### config.mk
export PLATFORM = sky130hd
export DESIGN_NAME = fwd_hazard_ctrl
export DESIGN_NICKNAME = d
export VERILOG_FILES = /design/src/rtl/fwd_pkg.sv /design/src/rtl/fwd_stage_tracker.sv /design/src/rtl/fwd_hazard_ctrl.sv
export SDC_FILE = /design/constraint.sdc
export NUM_CORES = 1
export LEC_CHECK = 0
export BUFFER_PORTS_ARGS = -buffer_cell sky130_fd_sc_hd__buf_2
export CAP_MARGIN = 20
export CORE_MARGIN = 2
export CORE_UTILIZATION = 50
export CTS_BUF_LIST = sky130_fd_sc_hd__clkbuf_8
export CTS_CLUSTER_DIAMETER = 200
export DETAILED_ROUTE_END_ITERATION = 8
export PLACE_DENSITY_LB_ADDON = 0.2
export SLEW_MARGIN = 25
export SYNTH_ARGS = -nofsm -noshare
export SYNTH_HDL_FRONTEND = slang
export SYNTH_HIERARCHICAL = 1
export SYNTH_SLANG_ARGS = --single-unit
export TNS_END_PERCENT = 50
### constraint.sdc
create_clock -name clk -period 3.8 [get_ports clk]
set_input_delay 1.14 -clock clk [delete_from_list [all_inputs] [get_ports clk]]
set_output_delay 1.14 -clock clk [all_outputs]
set_load 0.01 [all_outputs]
### src/rtl/fwd_pkg.sv
// Shared types and helpers for the forwarding / load-use hazard controller.
// Stage records are split into a flag struct and a parametrised destination field.
package fwd_pkg;

  // Forward-select value that means "read the register file".
  localparam int unsigned FWD_RF = 0;

  typedef struct packed {
    logic valid;
    logic regwr;
    logic is_load;
  } stage_flags_t;

  function automatic int unsigned sel_width(input int unsigned depth);
    return $clog2(depth + 1);
  endfunction

endpackage

### src/rtl/fwd_stage_tracker.sv
// Shadow pipeline of in-flight instruction records (stage 1 = EX .. stage DEPTH = WB).
// Shifts one stage per cycle unless frozen; stage 1 takes whatever record the top presents.
module fwd_stage_tracker
  import fwd_pkg::*;
#(
  parameter int unsigned DEPTH  = 3,
  parameter int unsigned REG_AW = 5
) (
  input  logic                          clk,
  input  logic                          rst_n,
  input  logic                          freeze,
  input  stage_flags_t                  in_flags,
  input  logic [REG_AW-1:0]             in_dst,
  output stage_flags_t [DEPTH:1]        st_flags,
  output logic [DEPTH:1][REG_AW-1:0]    st_dst
);

  stage_flags_t [DEPTH:1]     flags_q, flags_d;
  logic [DEPTH:1][REG_AW-1:0] dst_q, dst_d;

  always_comb begin
    flags_d = flags_q;
    dst_d   = dst_q;
    if (!freeze) begin
      flags_d[1] = in_flags;
      dst_d[1]   = in_dst;
      for (int k = 2; k <= int'(DEPTH); k++) begin
        flags_d[k] = flags_q[k-1];
        dst_d[k]   = dst_q[k-1];
      end
    end
  end

  always_ff @(posedge clk) begin
    if (!rst_n) begin
      flags_q <= '0;
      dst_q   <= '0;
    end else begin
      flags_q <= flags_d;
      dst_q   <= dst_d;
    end
  end

  assign st_flags = flags_q;
  assign st_dst   = dst_q;

endmodule

### src/rtl/fwd_hazard_ctrl.sv
// Operand-forwarding select and load-use stall generation for the in-order pipeline.
// The youngest matching in-flight writer decides each source; loads too young stall ID.
module fwd_hazard_ctrl
  import fwd_pkg::*;
#(
  parameter int unsigned NUM_SRC    = 2,
  parameter int unsigned REG_AW     = 5,
  parameter int unsigned DEPTH      = 3,
  parameter int unsigned LOAD_AVAIL = 2,
  parameter int unsigned SEL_W      = sel_width(DEPTH),
  parameter int unsigned CNT_W      = 16
) (
  input  logic                        clk,
  input  logic                        rst_n,
  input  logic                        id_valid,
  input  logic [NUM_SRC*REG_AW-1:0]   id_src_addr,
  input  logic [NUM_SRC-1:0]          id_src_used,
  input  logic [REG_AW-1:0]           id_dst_addr,
  input  logic                        id_regwr,
  input  logic                        id_is_load,
  input  logic                        flush,
  input  logic                        mem_busy,
  output logic [NUM_SRC*SEL_W-1:0]    fwd_sel,
  output logic                        stall_id,
  output logic                        freeze,
  output logic [CNT_W-1:0]            stall_cnt
);

  stage_flags_t [DEPTH:1]     st_flags;
  logic [DEPTH:1][REG_AW-1:0] st_dst;
  stage_flags_t               in_flags;
  logic [NUM_SRC-1:0]         hazard;
  logic [CNT_W-1:0]           cnt_q;

  assign freeze = mem_busy;

  // A stalled or flushed ID instruction must not enter EX; a bubble goes in instead.
  always_comb begin
    in_flags = '0;
    if (id_valid && !stall_id && !flush) begin
      in_flags.valid   = 1'b1;
      in_flags.regwr   = id_regwr;
      in_flags.is_load = id_is_load;
    end
  end

  fwd_stage_tracker #(
    .DEPTH  (DEPTH),
    .REG_AW (REG_AW)
  ) u_tracker (
    .clk      (clk),
    .rst_n    (rst_n),
    .freeze   (freeze),
    .in_flags (in_flags),
    .in_dst   (id_dst_addr),
    .st_flags (st_flags),
    .st_dst   (st_dst)
  );

  for (genvar i = 0; i < int'(NUM_SRC); i++) begin : g_src
    logic [REG_AW-1:0] addr;
    logic [SEL_W-1:0]  sel;
    logic              haz;

    assign addr = id_src_addr[i*REG_AW +: REG_AW];

    // Walk oldest to youngest so the youngest match overrides everything older.
    always_comb begin
      sel = SEL_W'(FWD_RF);
      haz = 1'b0;
      for (int k = int'(DEPTH); k >= 1; k--) begin
        if (id_src_used[i] && (addr != '0) && st_flags[k].valid && st_flags[k].regwr &&
            (st_dst[k] == addr)) begin
          if (st_flags[k].is_load && (k < int'(LOAD_AVAIL))) begin
            sel = SEL_W'(FWD_RF);
            haz = 1'b1;
          end else begin
            sel = SEL_W'(k);
            haz = 1'b0;
          end
        end
      end
    end

    assign fwd_sel[i*SEL_W +: SEL_W] = sel;
    assign hazard[i]                 = haz;
  end

  assign stall_id = id_valid & ~flush & (|hazard);

  always_ff @(posedge clk) begin
    if (!rst_n) begin
      cnt_q <= '0;
    end else if (stall_id && !freeze && !(&cnt_q)) begin
      cnt_q <= cnt_q + CNT_W'(1);
    end
  end

  assign stall_cnt = cnt_q;

endmodule

==> flow_metrics.env, run 1 <==
export IMPL_period_minus_slack_ns=3.699
export IMPL_finalCritPeriodShare_pct=97.34
export IMPL_clock_path_buffers=2
export IMPL_gp_congestion=0.8958
export IMPL_die_area_um2=5425
export IMPL_min_path_type="flop to flop"
export IMPL_p_per_area_nw_per_um2=309.3
export IMPL_internal_power_uw=645.4
export IMPL_first_iter_violations=123
export IMPL_hold_viol=0
export IMPL_initial_utilization_pct=51.71
export IMPL_required_ns=2.66
export IMPL_cp_arrival_ns=2.56
export IMPL_synth_nets=290
export IMPL_start_kind="primary input"
export IMPL_netlist_area_um2=2426
export IMPL_p_total_uw=850.7
export IMPL_grt_max_degree=55
export IMPL_vias=1948
export IMPL_detail_route_antenna_nets=0
export IMPL_p_comb_share_pct=10.4
export IMPL_wirelength_um=5101
export IMPL_post_cts_buffers=0
export IMPL_fillers=434
export IMPL_outcome="complete, no violations"
export IMPL_drv_cap=0
export IMPL_r2r_start="u_tracker/st_dst[4]$_SDFFE_PN0N_"
export IMPL_grt_pass1_wl_um=8010
export IMPL_drc=0
export IMPL_p_seq_share_pct=48.8
export IMPL_synth_area_per_cell_um2=9.155
export IMPL_vias_per_cell=5.396
export IMPL_r2r_cells=6
export IMPL_maxSlewHeadroom_pct=46.12
export IMPL_antenna_found_initial=0
export IMPL_critPathKind="primary input to primary output"
export IMPL_grt_use_total_pct=18.95
export IMPL_vdd_ir_drop_max_uv=246.4
export IMPL_clock_fmax_ghz=0.2703
export IMPL_fp_dieH_um=73.66
export IMPL_drive_gt1_share_pct=25.41
export IMPL_cts_root_buffer_cell="clkbuf_8"
export IMPL_netlist_instances=265
export IMPL_post_drt_wl_per_cell_um=14.13
export IMPL_drt_pass1_iter_count=4
export IMPL_boundaryPins=46
export IMPL_end_kind="primary output"
export IMPL_finish_utilization_pct=58.61
export IMPL_cts_made_buffers=5
export IMPL_layout_cells_non_filler=361
export IMPL_clk_pin_slew_ns=0.08
export IMPL_hold_start="stall_cnt[15]$_SDFFE_PN0P_"
export IMPL_whs_endpoint="stall_cnt[15]$_SDFFE_PN0P_"
export IMPL_rsz0062_at_grt="yes"
export IMPL_grt_pass1_vias=1679
export IMPL_dp_hpwl_um=3651
export IMPL_htree_levels=2
export IMPL_area_delta_synth_final_pct=13.36
export IMPL_final_area_um2=2750
export IMPL_placed_area_um2=2614
export IMPL_power_leakage_uw=0.001023
export IMPL_critPathMaxFanout=4
export IMPL_worstMarginPinSlew_ns=0.8081
export IMPL_seqCellArea_um2=760.7
export IMPL_placed_cells=353
export IMPL_nNetsFinal=331
export IMPL_port_buffers=45
export IMPL_die_x_um=73.66
export IMPL_slew_violations=0
export IMPL_core_um2=4692
export IMPL_layout_commonest_cell="buf_2"
export IMPL_finalClockSkew_ns=0.003296
export IMPL_rows=25
export IMPL_antenna_cells=0
export IMPL_whs_path_depth=2
export IMPL_yosysWarnings=6
export IMPL_cts_tree="yes"
export IMPL_cts_sinks=38
export IMPL_switchingPower_uw=205.3
export IMPL_p_clk_share_pct=40.8
export IMPL_setup_viol=0
export IMPL_grt_overflow_total=0
export IMPL_clock_latency_ns=0.29
export IMPL_p_sw_share_pct=24.14
export IMPL_final_cell_mix="buf_2 (45), mux2i_1 (38), dfxtp_1 (38)"
export IMPL_rrSetupSlack_ns=1.60
export IMPL_reg2reg_to="stall_cnt[3]$_SDFFE_PN0P_"
export IMPL_multi_input_area_um2=1538
==> metal layers <==
layer | global-route usage (%) | vias to the layer above | part of all wire, %
li1 | - | 1012 | -
met1 | 29.10 | 901 | 52
met2 | 26.69 | 29 | 44
met3 | 3.429 | 6 | 2.9
met4 | 5.455 | 0 | 1.4
met5 | 0 | - | 0
==> power by group through the flow <==
stage / Sequential [uW] / Combinational [uW] / Clock, uW
final: 415 / 88.9 / 347
after global routing: 416 / 97.9 / 374
after CTS: 415 / 87.8 / 357
after detailed placement: 424 / 87.3 / 0
after global placement: 424 / 86.7 / 0
after floorplan: 422 / 64.8 / 0
==> flip-flops by register name (all words and copies together), names as in the netlist <==
name / cells
stall_cnt: 16
u_tracker/st_flags: 7
u_tracker/st_dst: 15
==> critical path, cell delays in order <==
cell and delay (ns):
buf_2 0.15, xnor2_1 0.13, nand4_1 0.09, or4_2 0.62, nand3b_1 0.18, o21ai_0 0.09, buf_2 0.16
==> worst max-delay path by stage <==
| stage | endpoint | startpoint |
|---|---|---|
| 3_5_place_dp | fwd_sel[2] | id_src_addr[5] |
| 3_3_place_gp | fwd_sel[2] | id_src_addr[5] |
| 6_report | fwd_sel[2] | id_src_addr[5] |
| 2_1_floorplan | fwd_sel[1] | id_src_addr[1] |
| 5_1_grt | fwd_sel[2] | id_src_addr[5] |
| 4_1_cts | fwd_sel[2] | id_src_addr[5] |
==> through the flow <==
step | hold WS, ns | setup TNS [ns] | worst slack, ns
global placement | 0.4701 | 0 | 0.09286
finish | 0.4905 | 0 | 0.1010
CTS | 0.4944 | 0 | 0.08981
global route | 0.5215 | -0.003537 | -0.003537
floorplan | 0.4859 | 0 | 0.1071
detailed placement | 0.4805 | 0 | 0.09299
==> final cells by class <==
cell class,count,share of cell area (%)
Multi-Input combinational cell,209,55.91
Clock inverter,3,1.638
Clock buffer,5,2.502
Timing Repair Buffer,50,9.554
Inverter,2,0.2730
Tap cell,54,2.457
Sequential cell,38,27.66
==> what timing repair did <==
action,in CTS,in global routing
hold endpoints to repair,0,0
hold buffers,0,0
setup endpoints to repair,0,2
resized for setup,0,4
(Power assumes the default switching activity.)
==> run 2: changes to the inputs <==
--- a/config.mk
+++ b/config.mk
@@ -12,6 +12,7 @@
 export CTS_BUF_LIST = sky130_fd_sc_hd__clkbuf_8
 export CTS_CLUSTER_DIAMETER = 200
 export DETAILED_ROUTE_END_ITERATION = 8
+export MAX_ROUTING_LAYER = met4
 export PLACE_DENSITY_LB_ADDON = 0.2
 export SLEW_MARGIN = 25
 export SYNTH_ARGS = -nofsm -noshare
==> flow_metrics.env, run 2 (same netlist as run 1, synthesis figures left out) <==
export IMPL_required_ns=2.66
export IMPL_drv_cap=0
export IMPL_nNetsFinal=330
export IMPL_period_minus_slack_ns=3.696
export IMPL_die_x_um=73.66
export IMPL_post_cts_buffers=0
export IMPL_first_iter_violations=122
export IMPL_finish_utilization_pct=58.75
export IMPL_critPathKind="primary input to primary output"
export IMPL_finalCritPeriodShare_pct=97.26
export IMPL_grt_max_degree=55
export IMPL_p_total_uw=935.7
export IMPL_cp_arrival_ns=2.56
export IMPL_vdd_ir_drop_max_uv=236.3
export IMPL_drt_pass1_iter_count=4
export IMPL_rrSetupSlack_ns=1.65
export IMPL_r2r_start="u_tracker/st_dst[1]$_SDFFE_PN0N_"
export IMPL_antenna_found_initial=0
export IMPL_grt_overflow_total=0
export IMPL_cts_tree="yes"
export IMPL_htree_levels=2
export IMPL_hold_viol=0
export IMPL_layout_commonest_cell="buf_2"
export IMPL_postCtsResizedCells=0
export IMPL_boundaryPins=46
export IMPL_pre_cts_slack_ns=0.1015
export IMPL_dp_hpwl_um=3609
export IMPL_clock_fmax_ghz=0.2706
export IMPL_cts_root_buffer_cell="clkbuf_8"
export IMPL_die_area_um2=5425
export IMPL_area_delta_synth_final_pct=13.62
export IMPL_whs_endpoint="stall_cnt[14]$_SDFFE_PN0P_"
export IMPL_grt_pass1_wl_um=7969
export IMPL_clk_pin_slew_ns=0.08
export IMPL_grt_use_total_pct=19.47
export IMPL_min_path_type="flop to flop"
export IMPL_drc=0
export IMPL_p_per_area_nw_per_um2=339.5
export IMPL_worstMarginPinSlew_ns=0.8048
export IMPL_slew_violations=0
export IMPL_largest_reg_flops=16
export IMPL_critPathMaxFanout=4
export IMPL_gp_congestion=0.8784
export IMPL_hold_start="stall_cnt[14]$_SDFFE_PN0P_"
export IMPL_port_buffers=45
export IMPL_final_area_um2=2756
export IMPL_detail_route_antenna_nets=0
export IMPL_power_leakage_uw=0.001029
export IMPL_setup_tns_ns=0
export IMPL_cts_hold_buf=0
export IMPL_worst_slack_ns=0.1043
export IMPL_grt_pass1_vias=1634
export IMPL_cts_sinks=38
export IMPL_finalClockSkew_ns=0.004882
export IMPL_fp_dieH_um=73.66
export IMPL_whs_path_depth=2
export IMPL_maxSlewHeadroom_pct=46.34
export IMPL_cts_made_buffers=5
export IMPL_post_drt_wl_per_cell_um=14.01
export IMPL_initial_utilization_pct=51.71
export IMPL_rsz0062_at_grt="no"
export IMPL_setup_viol=0
export IMPL_vias=1968
export IMPL_reg2reg_to="u_tracker/st_flags[0]$_SDFFE_PN0N_"
export IMPL_rows=25
export IMPL_final_cell_mix="buf_2 (45), mux2i_1 (38), dfxtp_1 (38)"
export IMPL_drive_gt1_share_pct=24.51
export IMPL_core_um2=4692
export IMPL_outcome="complete, no violations"
export IMPL_end_kind="primary output"
export IMPL_vias_per_cell=5.467
export IMPL_r2r_cells=8
export IMPL_start_kind="primary input"
export IMPL_clock_latency_ns=0.29
export IMPL_wirelength_um=5044
export IMPL_placed_area_um2=2606
export IMPL_clock_path_buffers=2
export IMPL_antenna_cells=0
run 2: cell count changes in the layout (fill, tap and decap cells not counted), sizes merged:
cell and change:
buf -1, bufinv +1, clkbuf +1, clkinvlp -2
run 2: area by class of cell:
type                       count  area, um2
fill                         444       1936
multi-input combinational    209       1523
sequential                    38      760.7
timing repair buffer          49      255.2
clock buffer                   6      82.58
tap                           54      67.56
clock inverter                 2      60.06
inverter                       2      7.507
run 2: power by group:
group / switching, uW / internal [uW]
Sequential: 9.85 / 405
Clock: 153 / 280
Combinational: 43.2 / 44.2
run 2: worst max-delay path by stage:
| stage | start | to | slack (ns) | depth (start not counted) |
|---|---|---|---|---|
| after floorplan | id_src_addr[1] | fwd_sel[1] | 0.11 | 6 |
| after global placement | id_src_addr[5] | fwd_sel[2] | 0.10 | 7 |
| after detailed placement | id_src_addr[9] | fwd_sel[2] | 0.10 | 7 |
| after CTS | id_src_addr[9] | fwd_sel[2] | 0.09 | 7 |
| after global routing | id_src_addr[7] | fwd_sel[2] | 0.005 | 7 |
| final | id_src_addr[7] | fwd_sel[2] | 0.10 | 7 |
run 2: critical path: stages:
cell and delay (ns):
buf_2 0.14, or4_1 0.14, o21ai_2 0.07, or4_2 0.64
nand3b_1 0.17, o21ai_0 0.08, buf_2 0.16
run 2: layer usage:
layer / vias to the layer above / track usage, % / share of wire [%]
met5: - / - / 0
met4: 0 / 4.848 / 1.1
met3: 6 / 4.801 / 4.9
met2: 49 / 25.89 / 42
met1: 897 / 29.06 / 52
li1: 1016 / - / -
run 2: through the flow:
stage	hold WS, ns	instances
global placement	0.4694	352
floorplan	0.4859	265
global route	0.5139	360
finish	0.4812	360
detailed placement	0.4730	352
CTS	0.4836	360
==> run 3: changes to the inputs <==
--- a/config.mk
+++ b/config.mk
@@ -5,12 +5,12 @@
 export SDC_FILE = /design/constraint.sdc
 export NUM_CORES = 1
 export LEC_CHECK = 0
+export ABC_AREA = 1
 export BUFFER_PORTS_ARGS = -buffer_cell sky130_fd_sc_hd__buf_2
 export CAP_MARGIN = 20
 export CORE_MARGIN = 2
 export CORE_UTILIZATION = 50
 export CTS_BUF_LIST = sky130_fd_sc_hd__clkbuf_8
-export CTS_CLUSTER_DIAMETER = 200
 export DETAILED_ROUTE_END_ITERATION = 8
 export MAX_ROUTING_LAYER = met4
 export PLACE_DENSITY_LB_ADDON = 0.2
==> flow_metrics.env, run 3 <==
export IMPL_seqCellArea_um2=760.7
export IMPL_wirelength_um=5504
export IMPL_clock_latency_ns=0.30
export IMPL_r2r_start="u_tracker/st_dst[0]$_SDFFE_PN0N_"
export IMPL_first_iter_violations=97
export IMPL_final_area_um2=2810
export IMPL_cts_tree="yes"
export IMPL_critPathMaxFanout=3
export IMPL_pre_cts_slack_ns=0.3517
export IMPL_p_total_uw=885.7
export IMPL_yosysWarnings=6
export IMPL_fp_dieH_um=74.09
export IMPL_p_per_area_nw_per_um2=315.2
export IMPL_synth_area_per_cell_um2=5.862
export IMPL_outcome="complete, no violations"
export IMPL_hold_viol=0
export IMPL_layout_commonest_cell="nand2_1"
export IMPL_postCtsResizedCells=0
export IMPL_fillers=492
export IMPL_crit_end="fwd_sel[2]"
export IMPL_grt_pass1_wl_um=9418
export IMPL_power_leakage_uw=0.001499
export IMPL_rows=25
export IMPL_finalCritPeriodShare_pct=90.91
export IMPL_netlist_instances=419
export IMPL_cts_sinks=38
export IMPL_cts_hold_buf=0
export IMPL_grt_pass1_vias=2258
export IMPL_finalClockSkew_ns=0.006370
export IMPL_hold_start="u_tracker/st_flags[2]$_SDFFE_PN0N_"
export IMPL_r2r_cells=11
export IMPL_drc=0
export IMPL_clk_pin_slew_ns=0.08
export IMPL_grt_max_degree=46
export IMPL_port_buffers=45
export IMPL_grt_overflow_total=0
export IMPL_nNetsFinal=487
export IMPL_crit_path_start="id_src_addr[8]"
export IMPL_drive_gt1_share_pct=13.39
export IMPL_cp_arrival_ns=2.31
export IMPL_synth_nets=444
export IMPL_cts_root_buffer_cell="clkbuf_8"
export IMPL_maxSlewHeadroom_pct=56.32
export IMPL_drv_cap=0
export IMPL_grt_use_total_pct=22.62
export IMPL_layout_cells_non_filler=530
export IMPL_post_drt_wl_per_cell_um=10.38
export IMPL_antenna_found_initial=0
export IMPL_rsz0062_at_grt="no"
export IMPL_vias_per_cell=4.660
export IMPL_clock_path_buffers=2
export IMPL_min_path_type="flop to flop"
export IMPL_clock_fmax_ghz=0.2895
export IMPL_setup_viol=0
export IMPL_vias=2470
export IMPL_period_minus_slack_ns=3.455
export IMPL_slew_violations=0
export IMPL_multi_input_area_um2=1301
export IMPL_final_cell_mix="nand2_1 (107), nor2_1 (94), inv_1 (79)"
export IMPL_antenna_cells=0
export IMPL_required_ns=2.66
export IMPL_worstMarginPinSlew_ns=0.6552
export IMPL_reg2reg_to="stall_cnt[1]$_SDFFE_PN0P_"
export IMPL_area_delta_synth_final_pct=14.42
export IMPL_placed_area_um2=2701
export IMPL_core_um2=4723
export IMPL_setup_tns_ns=0
export IMPL_detail_route_antenna_nets=0
export IMPL_rrSetupSlack_ns=1.98
export IMPL_htree_levels=2
export IMPL_drt_pass1_iter_count=4
export IMPL_critPathKind="primary input to primary output"
export IMPL_dp_hpwl_um=4080
export IMPL_die_x_um=74.09
export IMPL_worst_slack_ns=0.3453
export IMPL_boundaryPins=46
export IMPL_gp_congestion=0.9503
export IMPL_die_area_um2=5489
export IMPL_cts_made_buffers=5
export IMPL_initial_utilization_pct=52.00
export IMPL_placed_cells=522
export IMPL_vdd_ir_drop_max_uv=164.6
export IMPL_largest_reg_flops=16
export IMPL_netlist_area_um2=2456
export IMPL_start_kind="primary input"
export IMPL_post_cts_buffers=0
export IMPL_end_kind="primary output"
run 3: stage by stage:
step,util [%],hold slack (ns)
floorplan,-,0.4630
CTS,59.50,0.4893
finish,59.50,0.4853
global placement,57.19,0.4742
detailed placement,57.19,0.4763
global route,59.50,0.5050
run 3: power by group:
group	internal [uW]	switching [uW]	total [uW]
combinational	46.3	69.6	116
clock	193	145	338
sequential	413	18.3	432
run 3: cell type report:
class	instances	area share, %
flip-flops and latches	38	27.07
inverters	82	10.95
multi-input cells	287	46.30
well taps	67	2.983
repair buffers	48	8.816
clock inverters	3	1.425
clock buffers	5	2.449
run 3: worst min path at each step:
stage / slack (ns) / to / cells after the start
3_3_place_gp: 0.47 / u_tracker/st_flags[7]$_SDFFE_PN0N_ / 2
3_5_place_dp: 0.48 / u_tracker/st_flags[7]$_SDFFE_PN0N_ / 2
6_report: 0.49 / u_tracker/st_flags[5]$_SDFFE_PN0N_ / 2
2_1_floorplan: 0.46 / u_tracker/st_flags[5]$_SDFFE_PN0N_ / 2
5_1_grt: 0.51 / u_tracker/st_flags[5]$_SDFFE_PN0N_ / 2
4_1_cts: 0.49 / u_tracker/st_flags[5]$_SDFFE_PN0N_ / 2
run 3: critical path: stages:
cell and delay (ns):
buf_2 0.12, xor2_1 0.14, nor2_1 0.11, nand4_1 0.09, nor4_1 0.29, nand2_1 0.08
a21boi_0 0.18, buf_2 0.16
run 3: layer usage:
layer | GRT usage [%] | wire, um
met1 | 26.27 | 2616
met2 | 39.29 | 2583
met3 | 4.201 | 227
met4 | 7.273 | 76
met5 | - | 0
